===== src/rtl/xbar_perm_seq.sv =====
// xbar_perm_seq: validates a requested permutation as a bijection, collects generated Benes
// control bits into a slot table, and drives the crossbar from a selected, loaded slot.
module xbar_perm_seq #(
  parameter int unsigned SIZE      = 32,
  parameter int unsigned NUM_SLOTS = 4,
  parameter int unsigned CALC_LAT  = 2,
  localparam int unsigned TAGWIDTH = $clog2(SIZE),
  localparam int unsigned BITWIDTH = (2*TAGWIDTH-1)*SIZE/2,
  localparam int unsigned SLOTW    = $clog2(NUM_SLOTS)
) (
  input  logic                     CLK,
  input  logic                     nRST,
  input  logic                     req_valid,
  output logic                     req_ready,
  input  logic [SIZE*TAGWIDTH-1:0] req_perm,
  input  logic [SLOTW-1:0]         req_slot,
  output logic [SIZE*TAGWIDTH-1:0] gen_perm,
  input  logic [BITWIDTH-1:0]      gen_ctrl,
  output logic                     resp_valid,
  output logic                     resp_err,
  output logic [SLOTW-1:0]         resp_slot,
  input  logic                     sel_valid,
  input  logic [SLOTW-1:0]         sel_slot,
  output logic [BITWIDTH-1:0]      xbar_ctrl,
  output logic                     xbar_cfg_valid,
  output logic                     busy
);

  localparam int unsigned CNTW = (CALC_LAT > 1) ? $clog2(CALC_LAT) : 1;
  localparam logic [TAGWIDTH-1:0] LAST_K = TAGWIDTH'(SIZE-1);

  typedef enum logic [1:0] {S_IDLE, S_CHECK, S_CALC, S_RESP} state_t;

  state_t                     r_state, w_next;
  logic [SIZE*TAGWIDTH-1:0]   r_gen_perm;
  logic [SLOTW-1:0]           r_slot;
  logic                       r_err;
  logic [TAGWIDTH-1:0]        r_k;
  logic [SIZE-1:0]            r_seen;
  logic [CNTW-1:0]            r_cnt;
  logic [NUM_SLOTS-1:0]       r_slot_valid;
  logic [BITWIDTH-1:0]        r_table [NUM_SLOTS];
  logic [BITWIDTH-1:0]        r_xbar_ctrl;
  logic                       r_xbar_cfg_valid;

  logic [TAGWIDTH-1:0]        w_elem;
  logic                       w_accept;
  logic                       w_dup;
  logic                       w_last;
  logic                       w_write;
  logic                       w_bypass;

  assign w_elem   = r_gen_perm[r_k*TAGWIDTH +: TAGWIDTH];
  assign w_last   = (r_k == LAST_K);
  assign w_write  = (r_state == S_RESP) && !r_err;
  assign w_bypass = w_write && (sel_slot == r_slot);

  always_ff @(posedge CLK or negedge nRST) begin
    if (!nRST) r_state <= S_IDLE;
    else       r_state <= w_next;
  end

  always_comb begin
    w_next   = r_state;
    w_accept = 1'b0;
    w_dup    = 1'b0;
    unique case (r_state)
      S_IDLE: begin
        if (req_valid) begin
          w_accept = 1'b1;
          w_next   = S_CHECK;
        end
      end
      S_CHECK: begin
        if (r_seen[w_elem]) begin
          w_dup  = 1'b1;
          w_next = S_RESP;
        end else if (w_last) begin
          w_next = S_CALC;
        end
      end
      S_CALC:  if (r_cnt == '0) w_next = S_RESP;
      S_RESP:  w_next = S_IDLE;
      default: w_next = S_IDLE;
    endcase
  end

  always_ff @(posedge CLK or negedge nRST) begin
    if (!nRST) begin
      r_gen_perm       <= '0;
      r_slot           <= '0;
      r_err            <= 1'b0;
      r_k              <= '0;
      r_seen           <= '0;
      r_cnt            <= '0;
      r_slot_valid     <= '0;
      r_xbar_ctrl      <= '0;
      r_xbar_cfg_valid <= 1'b0;
    end else begin
      if (w_accept) begin
        r_gen_perm <= req_perm;
        r_slot     <= req_slot;
        r_err      <= 1'b0;
        r_k        <= '0;
        r_seen     <= '0;
      end
      if (r_state == S_CHECK) begin
        if (w_dup) begin
          r_err <= 1'b1;
        end else begin
          r_seen[w_elem] <= 1'b1;
          if (w_last) r_cnt <= CNTW'(CALC_LAT-1);
          else        r_k   <= r_k + 1'b1;
        end
      end
      if (r_state == S_CALC && r_cnt != '0) r_cnt <= r_cnt - 1'b1;
      if (w_write) r_slot_valid[r_slot] <= 1'b1;
      // A select racing the table write of the same slot takes the word being written.
      if (sel_valid) begin
        if (w_bypass) begin
          r_xbar_ctrl      <= gen_ctrl;
          r_xbar_cfg_valid <= 1'b1;
        end else if (r_slot_valid[sel_slot]) begin
          r_xbar_ctrl      <= r_table[sel_slot];
          r_xbar_cfg_valid <= 1'b1;
        end
      end
    end
  end

  // Table storage needs no reset: r_slot_valid gates every read.
  always_ff @(posedge CLK) begin
    if (w_write) r_table[r_slot] <= gen_ctrl;
  end

  assign req_ready      = (r_state == S_IDLE);
  assign busy           = (r_state != S_IDLE);
  assign resp_valid     = (r_state == S_RESP);
  assign resp_err       = (r_state == S_RESP) && r_err;
  assign resp_slot      = r_slot;
  assign gen_perm       = r_gen_perm;
  assign xbar_ctrl      = r_xbar_ctrl;
  assign xbar_cfg_valid = r_xbar_cfg_valid;

endmodule


===== config.mk =====
export PLATFORM = sky130hd
export DESIGN_NAME = xbar_perm_seq
export DESIGN_NICKNAME = d
export VERILOG_FILES = /design/src/rtl/xbar_perm_seq.sv
export SDC_FILE = /design/constraint.sdc
export NUM_CORES = 1
export LEC_CHECK = 0
export ABC_AREA = 0
export CORE_MARGIN = 8
export CORE_UTILIZATION = 50
export DETAILED_ROUTE_END_ITERATION = 10
export GPL_ROUTABILITY_DRIVEN = 0
export PLACE_DENSITY = 0.82
export SKIP_CTS_REPAIR_TIMING = 1
export SLEW_MARGIN = 5
export SYNTH_ARGS = -nofsm -noshare
export SYNTH_HDL_FRONTEND = slang
export SYNTH_SLANG_ARGS = --single-unit

===== constraint.sdc =====
create_clock -name CLK -period 38.2 [get_ports CLK]
set_clock_uncertainty 0.15 [all_clocks]
set_input_delay 7.64 -clock CLK [delete_from_list [all_inputs] [get_ports CLK]]
set_output_delay 7.64 -clock CLK [all_outputs]
set_load 0.1 [all_outputs]

==> impl_metrics.tcl <==
set metrics [dict create \
    status "finished, final reports clean" \
    critPathMostFrequentCell "buf_4" \
    yosys_warnings 0 \
    ys_async_sr_fraction_pct 37.9 \
    final_cell_mix "clkdlybuf4s50_1 (618), edfxtp_1 (576), dfrtp_1 (351)" \
    numCtsBuffers 94 \
    post-route-util_pct 64.4 \
    max_freq_mhz 88.6 \
    wire_per_inst_um 27.5 \
    syn-num-nets 2386 \
    io_pins 623 \
    required_ns 38.47 \
    grtUsageTotal_pct 24.3 \
    drv_slew 0 \
    drive_gt1_share_pct 19.8 \
    grt_pass1_vias 23376 \
    setup_viol_count_final 0 \
    core-area_mm2 0.0739 \
    path_clk_slew_ns 0.06 \
    io_buffers 622 \
    clock-sinks 928 \
    antenna_found_initial 26 \
    num_rows 100 \
    cpMaxStageDelayCell "buf_4" \
    syn_to_final_growth_pct 28.2 \
    overflow 0 \
    htree_levels 3 \
    cp_cell_sequence "buf_8 > xnor2_1 > nand3_4 > buf_4 > buf_4 > mux2i_1 > o21ai_0" \
    post-dp-hpwl_um 67200 \
    ant_nets 0 \
    critPathMaxStageDelay_ns 0.95 \
    vias_per_cell 5.85 \
    seq_area_frac_synth_pct 70.3 \
    clockBufferDepth 3 \
    drcViolationCount 0 \
    yosys_register_bits 928 \
    period_minus_slack_ns 11.28 \
    tns_ns 0 \
    ys.flop_type "edfxtp_1" \
    arrival_ns 11.55 \
    n_fill_cell 4938 \
    routed-via-count 21958 \
    clk_latency_ns 0.65 \
    crit_fanout 62 \
    worst_pin_slew_ns 1.21 \
    drv_cap 0 \
    finalNetCount 3004 \
    routed_wl_um 103000 \
    cp-end-kind "register" \
    grt_max_degree 146 \
    finalHoldViolCount 0 \
    cts_root_buffer "clkbuf_16" \
    syn_area_mm2 0.0371 \
    start_util_pct 50.2 \
    die_x_um 289 \
    grt_setup_unrepaired "no" \
    synth_area_per_cell_um2 18.0 \
    post-route-period-util_pct 29.5 \
    critPathKind "in2reg" \
    first_pass_iters 5 \
    maxSlewHeadroom_pct 19.3 \
    layout_commonest_cell "clkdlybuf4s50_1" \
    cts_tree "built" \
    yosysUniqueCellTypes 61 \
    hold_class "reg2reg" \
    synth_edf_count 576 \
    cp_num_buf_inv 3 \
    grt_pass1_wl_um 152000 \
    crit_family "buffers and inverters" \
    synthCells 2068 \
    drtIter0Drc 1885 \
    die_h_um 289 \
    start_kind "primary input" \
    die-area_mm2 0.0832 \
]
==> cell families after synthesis <==
group                      Yosys count  synth area share, %
DFF                                928                 70.3
AOI/OAI and AO/OA                  230                 3.94
buffers and inverters              138                 1.60
and+or+nand+nor                    238                 3.22
adders and majority gates            6                0.202
xor gates and xnor gates             2               0.0472
muxes                              526                 20.7
==> worst paths after layout <==
kind / cells after the start / start / slack, ns / endpoint
max: 7 / sel_slot[0] / 26.92 / xbar_ctrl[19]
min: 1 / xbar_cfg_valid / 0.33 / xbar_cfg_valid
max reg2reg: 12 / r_k[0] / 33.13 / r_state[1]
min reg2reg: 1 / xbar_cfg_valid / 0.33 / xbar_cfg_valid
max in group asynchronous: 3 / nRST / 28.55 / r_k[0]
min in group asynchronous: 1 / nRST / 6.90 / gen_perm[98]
==> through the flow <==
step                worst slack, ns  area [µm²]  instances  hold WS (ns)
floorplan                     25.04       37100       2068         0.284
global placement              26.34       44300       3559         0.296
detailed placement            26.23       44300       3559         0.301
CTS                           26.88       47600       3735         0.322
global route                  26.63       47600       3745         0.346
finish                        26.92       47600       3751         0.327
==> cell usage after synthesis (6+ instances only) <==
master | instances | area share [%]
dfrtp_1 | 352 | 24
mux2i_1 | 184 | 5.0
nand2_1 | 163 | 1.6
mux4_2 | 177 | 11
nor3_4 | 6 | 0.26
inv_1 | 12 | 0.12
o21ai_0 | 145 | 2.0
a211o_1 | 6 | 0.14
a22oi_1 | 11 | 0.22
a22o_1 | 33 | 0.78
nor2_1 | 12 | 0.12
clkbuf_1 | 88 | 0.89
ha_1 | 6 | 0.20
buf_1 | 23 | 0.23
o22ai_1 | 6 | 0.10
nand2b_1 | 10 | 0.17
edfxtp_1 | 576 | 47
mux2_2 | 164 | 5.0
nor2b_1 | 8 | 0.13
==> final cells by class <==
| cell class | instances | area (µm²) | share of cell area [%] |
|---|---|---|---|
| inverter | 14 | 52.6 | 0.110 |
| tap | 969 | 1210 | 2.55 |
| sequential | 928 | 26100 | 54.8 |
| multi-input combinational | 1002 | 10500 | 22.0 |
| clock buffer | 130 | 2600 | 5.46 |
| clock inverter | 46 | 661 | 1.39 |
| timing repair buffer | 646 | 6440 | 13.5 |
| antenna | 16 | 40.0 | 0.0841 |
==> state kept, by name (all words and copies together) (netlist names), 2 cells and up <==
signal	cells
gen_perm	160
r_k	5
r_seen	32
r_slot_valid	4
r_state	2
r_table	576
resp_slot	2
xbar_ctrl	144
==> routing by layer <==
layer	GRT usage (%)	vias to the layer above	wire, µm
met5	0	-	155
met4	11.4	22	4770
met3	7.24	205	9480
met2	40.8	975	51900
met1	28.7	11425	36800
li1	-	9331	-
Power is left out: the tool's default activity adds up to more than one toggle a clock period on the data nets, which glitch-free logic cannot reach.
